`src/rtl/red_pitaya_bus_sequencer.sv`:
```
// Command-queued bus master: buffers read/write commands in a FIFO and plays them one at a
// time onto the sys_* bus, returning one response each. Define BUS_SEQ_TIMEOUT_EN to abort stalled waits.
module red_pitaya_bus_sequencer #(
    parameter int DEPTH   = 4,
    parameter int TIMEOUT = 255
) (
    input  logic        clk_i,
    input  logic        rst_i,
    input  logic        cmd_valid_i,
    output logic        cmd_ready_o,
    input  logic        cmd_we_i,
    input  logic [31:0] cmd_addr_i,
    input  logic [31:0] cmd_wdata_i,
    output logic        rsp_valid_o,
    input  logic        rsp_ready_i,
    output logic [31:0] rsp_rdata_o,
    output logic        rsp_err_o,
    output logic        rsp_timeout_o,
    output logic [31:0] sys_addr,
    output logic [31:0] sys_wdata,
    output logic [3:0]  sys_sel,
    output logic        sys_wen,
    output logic        sys_ren,
    input  logic [31:0] sys_rdata,
    input  logic        sys_err,
    input  logic        sys_ack,
    output logic        busy_o,
    output logic [4:0]  level_o
);

    // state    | meaning
    // ST_IDLE  | waiting for a queued command; pops the FIFO head when one is present
    // ST_ISSUE | one-cycle sys_wen/sys_ren strobe
    // ST_WAIT  | holding address/data until the responder acks or errors
    // ST_RESP  | response presented until rsp_ready_i

    localparam int         AW         = $clog2(DEPTH);
    localparam logic [4:0] FULL_LEVEL = 5'(DEPTH);

    if (DEPTH < 2 || DEPTH > 16 || (DEPTH & (DEPTH - 1)) != 0) begin : g_bad_depth
        $error("DEPTH must be a power of two in 2..16");
    end
    if (TIMEOUT < 1 || TIMEOUT > 65535) begin : g_bad_timeout
        $error("TIMEOUT must be in 1..65535");
    end

    typedef enum logic [1:0] {
        ST_IDLE,
        ST_ISSUE,
        ST_WAIT,
        ST_RESP
    } state_t;

    state_t        state_q;
    state_t        state_d;

    logic [64:0]   fifo_mem [DEPTH];
    logic [AW-1:0] wr_ptr_q;
    logic [AW-1:0] rd_ptr_q;
    logic [4:0]    level_q;
    logic          ready_en_q;
    logic          fifo_full;
    logic          fifo_empty;
    logic          push;
    logic          pop;
    logic          capture;
    logic [64:0]   head;
    logic          op_we_q;

    assign fifo_full   = (level_q == FULL_LEVEL);
    assign fifo_empty  = (level_q == 5'd0);
    // ready_en_q keeps the queue closed until the first clock after reset release
    assign cmd_ready_o = ready_en_q & ~fifo_full;
    assign push        = cmd_valid_i & cmd_ready_o;
    assign head        = fifo_mem[rd_ptr_q];
    assign level_o     = level_q;

    always_ff @(posedge clk_i) begin
        if (push) begin
            fifo_mem[wr_ptr_q] <= {cmd_we_i, cmd_addr_i, cmd_wdata_i};
        end
    end

    always_ff @(posedge clk_i or posedge rst_i) begin
        if (rst_i) begin
            wr_ptr_q   <= '0;
            rd_ptr_q   <= '0;
            level_q    <= 5'd0;
            ready_en_q <= 1'b0;
        end else begin
            ready_en_q <= 1'b1;
            if (push) begin
                wr_ptr_q <= wr_ptr_q + 1'b1;
            end
            if (pop) begin
                rd_ptr_q <= rd_ptr_q + 1'b1;
            end
            case ({push, pop})
                2'b10:   level_q <= level_q + 5'd1;
                2'b01:   level_q <= level_q - 5'd1;
                default: level_q <= level_q;
            endcase
        end
    end

`ifdef BUS_SEQ_TIMEOUT_EN
    localparam logic [15:0] TO_LOAD = 16'(TIMEOUT - 1);

    logic [15:0] to_cnt_q;
    logic        to_hit;
    logic        rsp_timeout_q;

    // Down-counter loaded during ISSUE; terminal count in WAIT means TIMEOUT cycles elapsed
    always_ff @(posedge clk_i or posedge rst_i) begin
        if (rst_i) begin
            to_cnt_q      <= 16'd0;
            rsp_timeout_q <= 1'b0;
        end else begin
            if (state_q == ST_ISSUE) begin
                to_cnt_q <= TO_LOAD;
            end else if (state_q == ST_WAIT && to_cnt_q != 16'd0) begin
                to_cnt_q <= to_cnt_q - 16'd1;
            end
            if (capture) begin
                rsp_timeout_q <= 1'b0;
            end else if (to_hit) begin
                rsp_timeout_q <= 1'b1;
            end
        end
    end

    assign rsp_timeout_o = rsp_timeout_q;
`else
    assign rsp_timeout_o = 1'b0;
`endif

    always_ff @(posedge clk_i or posedge rst_i) begin
        if (rst_i) begin
            state_q <= ST_IDLE;
        end else begin
            state_q <= state_d;
        end
    end

    always_comb begin
        state_d = state_q;
        pop     = 1'b0;
        capture = 1'b0;
`ifdef BUS_SEQ_TIMEOUT_EN
        to_hit  = 1'b0;
`endif
        case (state_q)
            ST_IDLE: begin
                if (!fifo_empty) begin
                    pop     = 1'b1;
                    state_d = ST_ISSUE;
                end
            end
            ST_ISSUE: begin
                state_d = ST_WAIT;
            end
            ST_WAIT: begin
                if (sys_ack || sys_err) begin
                    capture = 1'b1;
                    state_d = ST_RESP;
                end
`ifdef BUS_SEQ_TIMEOUT_EN
                else if (to_cnt_q == 16'd0) begin
                    to_hit  = 1'b1;
                    state_d = ST_RESP;
                end
`endif
            end
            ST_RESP: begin
                if (rsp_ready_i) begin
                    state_d = ST_IDLE;
                end
            end
            default: state_d = ST_IDLE;
        endcase
    end

    // Operation and response registers; address/data hold from the pop until the next pop
    always_ff @(posedge clk_i or posedge rst_i) begin
        if (rst_i) begin
            op_we_q     <= 1'b0;
            sys_addr    <= 32'd0;
            sys_wdata   <= 32'd0;
            sys_sel     <= 4'h0;
            rsp_rdata_o <= 32'd0;
            rsp_err_o   <= 1'b0;
        end else begin
            if (pop) begin
                op_we_q   <= head[64];
                sys_addr  <= head[63:32];
                sys_wdata <= head[31:0];
                sys_sel   <= head[64] ? 4'hF : 4'h0;
            end
            if (capture) begin
                rsp_rdata_o <= op_we_q ? 32'd0 : sys_rdata;
                rsp_err_o   <= sys_err;
            end
`ifdef BUS_SEQ_TIMEOUT_EN
            if (to_hit) begin
                rsp_rdata_o <= 32'd0;
                rsp_err_o   <= 1'b0;
            end
`endif
        end
    end

    assign sys_wen     = (state_q == ST_ISSUE) &  op_we_q;
    assign sys_ren     = (state_q == ST_ISSUE) & ~op_we_q;
    assign rsp_valid_o = (state_q == ST_RESP);
    assign busy_o      = (state_q != ST_IDLE);

endmodule

```
`config.mk`:
```
export PLATFORM = sky130hd
export DESIGN_NAME = red_pitaya_bus_sequencer
export DESIGN_NICKNAME = d
export VERILOG_FILES = /design/src/rtl/red_pitaya_bus_sequencer.sv
export SDC_FILE = /design/constraint.sdc
export NUM_CORES = 1
export LEC_CHECK = 0
export CORE_ASPECT_RATIO = 1.2
export CORE_MARGIN = 4
export CORE_UTILIZATION = 38
export CTS_CLUSTER_SIZE = 8
export DETAILED_ROUTE_END_ITERATION = 12
export HOLD_SLACK_MARGIN = 0.1
export SLEW_MARGIN = 20
export SYNTH_ARGS = -nofsm -noshare
export SYNTH_HDL_FRONTEND = slang
export SYNTH_SLANG_ARGS = --single-unit
```
`constraint.sdc`:
```
create_clock -name clk_i -period 8.26 [get_ports clk_i]
set_input_delay 1.652 -clock clk_i [delete_from_list [all_inputs] [get_ports clk_i]]
set_output_delay 1.652 -clock clk_i [all_outputs]
set_load 0.03 [all_outputs]
```
==> run_results.csv, run 1 <==
group,metric,value,unit
routing,num_vias,7055,
critical_path,crit_chain,"and2_1 -> clkdlybuf4s50_1",
sta,tightest_slew,1.05,ns
critical_path,cp-end-kind,"output port",
clock_tree,cts_resized,0,
critical_path,cp_data_required_time,6.61,ns
routing,drtAntennaViolNets,0,
clock_tree,cts-buffers-inserted,52,
critical_path,cp.buffers_inverters,1,
floorplanning,io_pins,215,
grt,grt_pass1_vias,7723,
critical_path,critPathKind,"flop to output port",
finish,antenna_cells,0,
clock_tree,cts_tree,"done",
clock_tree,cts_root_buf,"clkbuf_16",
sta,rsz0062_at_grt,"false",
floorplanning,row_count,76,
critical_path,cpMaxStageDelayCell,"dfrtp_1",
synth,yosysTopAreaCellShare,55.6,%
sta,final-hold-violation-count,0,
synth,syn-num-nets,825,
synth,synth-seq-cells,370,
placement,portBuffers,213,
critical_path,crit_arrival,2.41,ns
sta,min_period,4.06,ns
grt,grt_pass1_wl,44200,microns
grt,antenna_found_initial,1,
critical_path,cp_max_fo,39,
floorplanning,die_width,183,microns
synth,synth_edf_count,260,
clock_tree,htree_levels,2,
sta,setup_viol,0,
floorplanning,dieArea,0.0401,sq mm
sta,maxSlewViolCount,0,
clock_tree,cts_hold_buf,0,
synth,synthesis.area,0.0140,sq mm
sta,clock.fmax,246,MHz
sta,max_slew_margin,30.1,%
routing,wl,28500,microns
sta,fin_skew,0.0214,ns
clock_tree,cts_sinks,370,
sta,tns,0,ns
synth,yosys-top-cells-area,"edfxtp_1, dfrtp_1, mux4_2, mux2_2, mux2_1",
run_status,status,"complete, no violations",
grt,grt_max_degree,68,
worst_hold_path,hold_path_class,"flop to flop",
synth,synthCells,709,
power_and_ir_drop,p_total,7110,uW
synth,yosysSeqAreaShare,75.2,%
job,cap_violations,0,
routing,drt_iter0_markers,257,
routing,wl_per_cell,19.6,microns
routing,first_pass_iters,4,
placement,hpwl,17000,microns
clock_tree,clockBufferDepth,3,
critical_path,start_kind,"flop",
critical_path,crit_family,"flip-flops",
sta,fin_crit_sh,49.2,%
synth,synth_flop_cell,"edfxtp_1",
synth,synth-async-reset-ratio,29.7,%
critical_path,cp_slowest_stage_delay,0.94,ns
power_and_ir_drop,ir_drop,0.203,mV
placement,gp_congestion,0.726,
clock_tree,insertion_delay,0.57,ns
clock_tree,clk_pin_slew,0.05,ns
floorplanning,die_h,219,microns
floorplanning,start_util,38.7,%
power_and_ir_drop,p_leak,0.00640,uW
clock_tree,post-cts-setup-buffers,0,
grt,grt_usage,14.3,%
synth,avgSynthCellArea,19.8,sq um
routing,vias_per_cell,4.85,
synth,ys_warn_count,0,
finish,syn_to_final_growth,29.3,%
finish,drive_gt1_share,18.1,%
floorplanning,core_area,0.0362,sq mm
finish,layout.nets,1062,
routing,drc,0,
synth,yosys.area.top_type,"edfxtp_1",
synth,ys_types,39,
grt,grt_overflow_total,0,
finish,n_fill_cell,2986,
power_and_ir_drop,power_density,392,mW/mm^2
## where the power goes
part           internal, uW  switching (uW)
clock network          1180             742
logic                  1180            1310
registers              2430             269
total                  4790            2320
## final timing paths
path	start	end	slack, ns	cells past startpoint
setup reg to reg	level_o[0]	level_o[4]	4.43	9
max in group asynchronous	rst_i	rd_ptr_q[1]	5.49	3
min in group asynchronous	rst_i	sys_wdata[28]	1.59	2
setup / recovery	sys_sel[2]	sys_wen	4.20	2
hold reg to reg	rsp_err_o	rsp_err_o	0.47	2
hold / removal	rsp_err_o	rsp_err_o	0.47	2
## cell type report
class,instances,area (sq um),share of cell area [%]
Tap cell,468,586,3.23
Sequential cell,370,10600,58.2
Inverter,11,46.3,0.255
Clock inverter,3,58.8,0.324
Multi-Input combinational cell,290,3230,17.8
Clock buffer,91,1450,7.98
Timing Repair Buffer,221,2210,12.2
## worst register-to-register path, delay by kind of cell (launching register included)
family,cells,cell delay (ns)
AO/OA/AOI/OAI,3,0.37
AND/OR/NAND/NOR,2,1.23
adder cells (fa/ha/maj),2,0.73
buffers and inverters,2,0.91
flip-flops,1,0.45
## flip-flops by register name, summed over array words and instances (netlist names)
| name | flops |
|---|---|
| rsp_err_o | 1 |
| sys_sel | 1 |
| rd_ptr_q | 2 |
| sys_addr | 32 |
| ready_en_q | 1 |
| wr_ptr_q | 2 |
| level_o | 5 |
| sys_wdata | 32 |
| rsp_rdata_o | 32 |
| fifo_mem | 260 |
| state_q | 2 |
## logic make-up after synthesis
logic type | share of synthesized area [%]
buf+inv | 1.86
flops | 75.2
simple gates | 3.31
other cells | 0.0535
fa+ha+maj | 1.21
xor+xnor | 0.312
mux | 16.0
compound gates | 2.04
## metrics by stage
step	utilization (%)	hold slack [ns]	cells	cell area, sq um	setup slack, ns
after global placement	45.9	0.461	1359	16600	3.78
after floorplan	-	0.528	709	14000	3.71
after global routing	50.1	0.503	1454	18100	3.99
final	50.1	0.467	1454	18100	4.20
after detailed placement	45.9	0.463	1359	16600	3.73
after CTS	50.0	0.475	1453	18100	4.11
## placed cells by master (no fill, tap or decap), types with 2 or more instances in the layout
| cell | count |
|---|---|
| a21oi_1 | 3 |
| and2_4 | 4 |
| buf_4 | 6 |
| clkbuf_1 | 39 |
| clkbuf_16 | 52 |
| clkdlybuf4s50_1 | 213 |
| conb_1 | 2 |
| dfrtp_1 | 108 |
| dfrtp_4 | 2 |
| edfxtp_1 | 260 |
| ha_1 | 12 |
| inv_1 | 10 |
| mux2_1 | 30 |
| mux2_2 | 39 |
| mux4_2 | 65 |
| nand2_1 | 37 |
| nand2b_1 | 32 |
| nand3_1 | 2 |
| nor2_1 | 2 |
| nor2b_1 | 2 |
| nor3b_1 | 3 |
| o211ai_1 | 2 |
| o21ai_0 | 33 |
| o21ai_4 | 2 |
| xnor2_1 | 5 |
## synth_stat cells (2+ instances only)
| master | n |
|---|---|
| buf_2 | 5 |
| o211ai_1 | 2 |
| nand2_1 | 37 |
| mux2_2 | 39 |
| nor2_1 | 2 |
| mux4_2 | 65 |
| a21oi_1 | 3 |
| ha_1 | 12 |
| inv_1 | 11 |
| nor2b_1 | 2 |
| xnor2_1 | 5 |
| buf_4 | 11 |
| mux2_1 | 30 |
| nor3b_1 | 3 |
| nand3_1 | 2 |
| clkbuf_1 | 17 |
| edfxtp_1 | 260 |
| buf_6 | 4 |
| conb_1 | 2 |
| o21ai_0 | 34 |
| and2_1 | 5 |
| dfrtp_1 | 110 |
| nand2b_1 | 32 |
## metal layers
metal | vias up | wire [microns] | share of wire, % | global-route usage (%)
li1 | 3232 | - | - | -
met1 | 3568 | 11700 | 41 | 17.5
met2 | 206 | 14300 | 50 | 25.1
met3 | 47 | 1930 | 6.8 | 3.51
met4 | 2 | 571 | 2.0 | 4.42
met5 | - | 11 | 0.039 | 0
No activity file was read; power rests on OpenSTA's default activity.
==> run 2, diff against run 1 <==
==> constraint.sdc (replaced) <==
create_clock -name clk_i -period 3.28 [get_ports clk_i]
set_input_delay 0.656 -clock clk_i [delete_from_list [all_inputs] [get_ports clk_i]]
set_output_delay 0.656 -clock clk_i [all_outputs]
set_load 0.03 [all_outputs]
==> run_results.csv, run 2 (synthesized netlist as in run 1, its figures left out) <==
group,metric,value,unit
run_status,status,"complete, no violations",
placement,hpwl,18100,microns
floorplanning,row_count,76,
grt,grt_pass1_wl,46200,microns
grt,grt_overflow_total,0,
grt,grt_max_degree,66,
power_and_ir_drop,p_leak,0.00653,uW
critical_path,rrSetupSlack,0.42,ns
sta,fin_crit_sh,89.7,%
critical_path,start_kind,"flop",
critical_path,r2r_cells,9,
grt,grt_usage,14.9,%
routing,vias_per_cell,4.90,
worst_hold_path,hold_path_class,"input pin to async pin",
routing,drtAntennaViolNets,0,
routing,drc,0,
finish,n_fill_cell,3009,
finish,stdcell_count,1470,
critical_path,cp-endpoint,"cmd_ready_o",
sta,min_period,2.94,ns
finish,top_register,"fifo_mem",
finish,layout_common_cells,"edfxtp_1, clkdlybuf4s50_1, dfrtp_1",
clock_tree,htree_levels,2,
critical_path,cp_data_required_time,2.62,ns
placement,gp_congestion,0.737,
finish,drive_gt1_share,19.2,%
sta,maxSlewViolCount,0,
sta,rsz0062_at_grt,"false",
sta,tns,0,ns
sta,worst_slack,0.337,ns
clock_tree,clockBufferDepth,3,
placement,place_area,0.0169,sq mm
placement,dpl.cell_count,1373,
floorplanning,core_area,0.0362,sq mm
clock_tree,cts_sinks,370,
floorplanning,io_pins,215,
finish,fin_area,0.0184,sq mm
clock_tree,post-cts-setup-buffers,0,
power_and_ir_drop,ir_drop,0.629,mV
sta,whs,0.443,ns
sta,clock.fmax,340,MHz
sta,fin_skew,0.0221,ns
routing,drt_iter0_markers,325,
floorplanning,dieArea,0.0401,sq mm
floorplanning,die_h,219,microns
clock_tree,clk_pin_slew,0.06,ns
power_and_ir_drop,power_density,991,mW/mm^2
critical_path,critPathKind,"flop to output port",
clock_tree,cts_root_buf,"clkbuf_16",
critical_path,rr_endpoint,"level_o[4]",
sta,tightest_slew,0.675,ns
grt,antenna_found_initial,3,
finish,largest_reg_flops,260,
critical_path,cp_max_fo,6,
clock_tree,cts-buffers-inserted,52,
critical_path,timing.rr.start,"level_o[0]",
finish,syn_to_final_growth,31.3,%
routing,wl,29600,microns
critical_path,cp-end-kind,"output port",
critical_path,crit_arrival,2.29,ns
sta,max_slew_margin,55.0,%
routing,wl_per_cell,20.2,microns
clock_tree,cts_resized,0,
placement,portBuffers,213,
routing,first_pass_iters,5,
floorplanning,start_util,38.7,%
grt,grt_pass1_vias,7865,
clock_tree,cts_hold_buf,0,
placement,dp_slack,0.276,ns
finish,layout.nets,1075,
floorplanning,die_width,183,microns
clock_tree,cts_tree,"done",
critical_path,crit_start,"level_o[0]",
clock_tree,insertion_delay,0.56,ns
routing,num_vias,7199,
finish,layout_commonest_cell,"edfxtp_1",
sta,setup_viol,0,
job,cap_violations,0,
sta,final-hold-violation-count,0,
[run 2: worst min path at each step]
stage                          from              end  slack [ns]  depth (start not counted)
floorplan                state_q[0]       state_q[0]        0.53                          1
global placement    rsp_rdata_o[31]  rsp_rdata_o[31]        0.46                          2
detailed placement  rsp_rdata_o[15]  rsp_rdata_o[15]        0.47                          2
CTS                           rst_i  rsp_rdata_o[25]        0.43                          2
global route                  rst_i      sys_addr[4]        0.45                          2
finish                        rst_i      sys_addr[4]        0.44                          2
[run 2: area by class of cell]
type                       count  area, sq um  area share (%)
antenna                        1         2.50          0.0136
clock buffer                  93         1480            8.01
clock inverter                 3         68.8           0.373
inverter                      11         45.0           0.244
multi-input combinational    290         3230            17.5
sequential                   370        10600            57.3
tap                          468          586            3.18
timing repair buffer         234         2450            13.3
[run 2: stage by stage]
stage | power (uW) | util [%]
after floorplan | 11000 | -
after global placement | 13400 | 46.6
after detailed placement | 13500 | 46.6
after CTS | 18600 | 50.9
after global routing | 19300 | 50.9
final | 18300 | 50.9
[run 2: power breakdown]
group / internal (uW) / switching [uW] / leakage, uW
clock: 3090 / 1900 / 0.000730
combinational: 3110 / 3330 / 0.00210
sequential: 6120 / 708 / 0.00369
total: 12300 / 5940 / 0.00653
[run 2: per-layer routing]
layer	share of wire (%)	GRT usage, %	up-vias	wire length (microns)
met5	0.071	0	-	21
met4	2.1	4.64	4	631
met3	6.7	3.76	47	1990
met2	51	25.9	235	15000
met1	40	18.5	3656	12000
li1	-	-	3257	-
[run 2: critical path, cell delays in order, from the launching register on]
cell	delay, ns
dfrtp_1	0.46
nor4_1	0.41
buf_4	0.19
a21boi_0	0.07
clkdlybuf4s50_1	0.61
==> run 3, diff against run 2 <==
--- a/config.mk
+++ b/config.mk
@@ -6,11 +6,12 @@
 export NUM_CORES = 1
 export LEC_CHECK = 0
 export CORE_ASPECT_RATIO = 1.2
-export CORE_MARGIN = 4
+export CORE_MARGIN = 8
 export CORE_UTILIZATION = 38
 export CTS_CLUSTER_SIZE = 8
 export DETAILED_ROUTE_END_ITERATION = 12
 export HOLD_SLACK_MARGIN = 0.1
+export PLACE_DENSITY = 0.69
 export SLEW_MARGIN = 20
 export SYNTH_ARGS = -nofsm -noshare
 export SYNTH_HDL_FRONTEND = slang
==> run_results.csv, run 3 (synthesized netlist as in run 1, its figures left out) <==
group,metric,value,unit
run_status,status,"complete, no violations",
finish,regArea,0.0106,sq mm
clock_tree,cts_hold_buf,0,
floorplanning,row_count,77,
floorplanning,die_h,227,microns
critical_path,crit_arrival,2.28,ns
power_and_ir_drop,p_leak,0.00651,uW
critical_path,cp-end-kind,"output port",
worst_hold_path,min-delay-start,"rsp_rdata_o[25]",
critical_path,cp_data_required_time,2.62,ns
sta,worst_slack,0.346,ns
sta,tightest_slew,0.717,ns
job,cap_violations,0,
finish,n_fill_cell,3046,
floorplanning,core_area,0.0366,sq mm
clock_tree,cts_sinks,370,
placement,gp_congestion,0.741,
finish,syn_to_final_growth,31.0,%
finish,drive_gt1_share,19.3,%
clock_tree,cts_root_buf,"clkbuf_16",
grt,grt_overflow_total,0,
routing,vias_per_cell,4.92,
finish,stdcell_count,1478,
sta,clock.fmax,341,MHz
floorplanning,io_pins,215,
finish,layout.nets,1076,
power_and_ir_drop,power_density,993,mW/mm^2
clock_tree,post-cts-setup-buffers,0,
critical_path,cp_max_fo,6,
power_and_ir_drop,ir_drop,0.612,mV
clock_tree,cts_tree,"done",
sta,fin_skew,0.0195,ns
floorplanning,dieArea,0.0434,sq mm
worst_hold_path,hold_path_depth,2,
clock_tree,clockBufferDepth,3,
placement,dp_slack,0.235,ns
finish,multi_input_area,0.00323,sq mm
clock_tree,cts-buffers-inserted,52,
placement,place_area,0.0168,sq mm
grt,grt_pass1_vias,7985,
sta,min_period,2.93,ns
routing,drc,0,
sta,final-hold-violation-count,0,
floorplanning,die_width,191,microns
finish,layout_common_cells,"edfxtp_1, clkdlybuf4s50_1, dfrtp_1",
finish,largest_reg_flops,260,
routing,drt_iter0_markers,238,
critical_path,timing.rr.start,"level_o[0]",
sta,fin_crit_sh,89.4,%
critical_path,r2r_cells,5,
clock_tree,cts_resized,0,
sta,maxSlewViolCount,0,
critical_path,start_kind,"flop",
worst_hold_path,whs_endpoint,"rsp_rdata_o[25]",
sta,max_slew_margin,52.2,%
routing,first_pass_iters,4,
grt,antenna_found_initial,2,
routing,num_vias,7267,
critical_path,rrSetupSlack,0.43,ns
placement,dpl.cell_count,1380,
placement,portBuffers,213,
clock_tree,htree_levels,2,
routing,wl_per_cell,20.6,microns
floorplanning,start_util,38.3,%
grt,grt_pass1_wl,46900,microns
finish,fin_area,0.0184,sq mm
critical_path,rr_endpoint,"sys_wdata[3]",
grt,grt_max_degree,111,
clock_tree,insertion_delay,0.56,ns
worst_hold_path,hold_path_class,"flop to flop",
grt,grt_usage,14.1,%
critical_path,critPathKind,"flop to output port",
finish,top_register,"fifo_mem",
sta,setup_viol,0,
clock_tree,clk_pin_slew,0.05,ns
routing,wl,30400,microns
placement,hpwl,18900,microns
finish,layout_commonest_cell,"edfxtp_1",
sta,rsz0062_at_grt,"false",
sta,tns,0,ns
routing,drtAntennaViolNets,0,
run 3: cell count changes in the layout (fill, tap and decap cells not counted), sizes merged:
cell and change:
inv -1, buf +1, clkinv +2
run 3: worst max-delay path, stage by stage, from the launching register on:
cell and delay [ns]:
dfrtp_1 0.46, nor4_1 0.37, buf_4 0.18, a21boi_0 0.08
clkdlybuf4s50_1 0.63
run 3: power breakdown:
group	internal, uW	switching (uW)
clock network	3070	1900
registers	6120	686
logic	3080	3400
total	12300	5990
run 3: area by class of cell:
class                   count  area share, %
diodes                      1         0.0136
clock buffers              93           7.97
clock inverters             4          0.429
inverters                  11          0.245
multi-input cells         290           17.6
flip-flops and latches    370           57.5
well taps                 474           3.23
repair buffers            235           13.0
run 3: metrics by stage:
| stage | power, uW | utilization, % | hold WS (ns) |
|---|---|---|---|
| 2_1_floorplan | 11000 | - | 0.528 |
| 6_report | 18300 | 50.2 | 0.478 |
| 5_1_grt | 19200 | 50.2 | 0.510 |
| 3_5_place_dp | 13500 | 46.0 | 0.470 |
| 4_1_cts | 18600 | 50.2 | 0.482 |
| 3_3_place_gp | 13400 | 46.0 | 0.462 |
run 3: worst max-delay path by stage:
stage                 from     endpoint  depth (start not counted)
2_1_floorplan   level_o[0]   level_o[4]                          9
3_3_place_gp   cmd_valid_i   level_o[4]                          9
3_5_place_dp   cmd_valid_i   level_o[4]                          9
4_1_cts         level_o[0]  cmd_ready_o                          4
5_1_grt         level_o[0]  cmd_ready_o                          4
6_report        level_o[0]  cmd_ready_o                          4
run 3: layer usage:
metal / track usage (%) / wire [microns]
met2: 24.8 / 15700
met4: 4.15 / 631
met3: 3.34 / 1800
met1: 16.9 / 12300
met5: 0 / 13
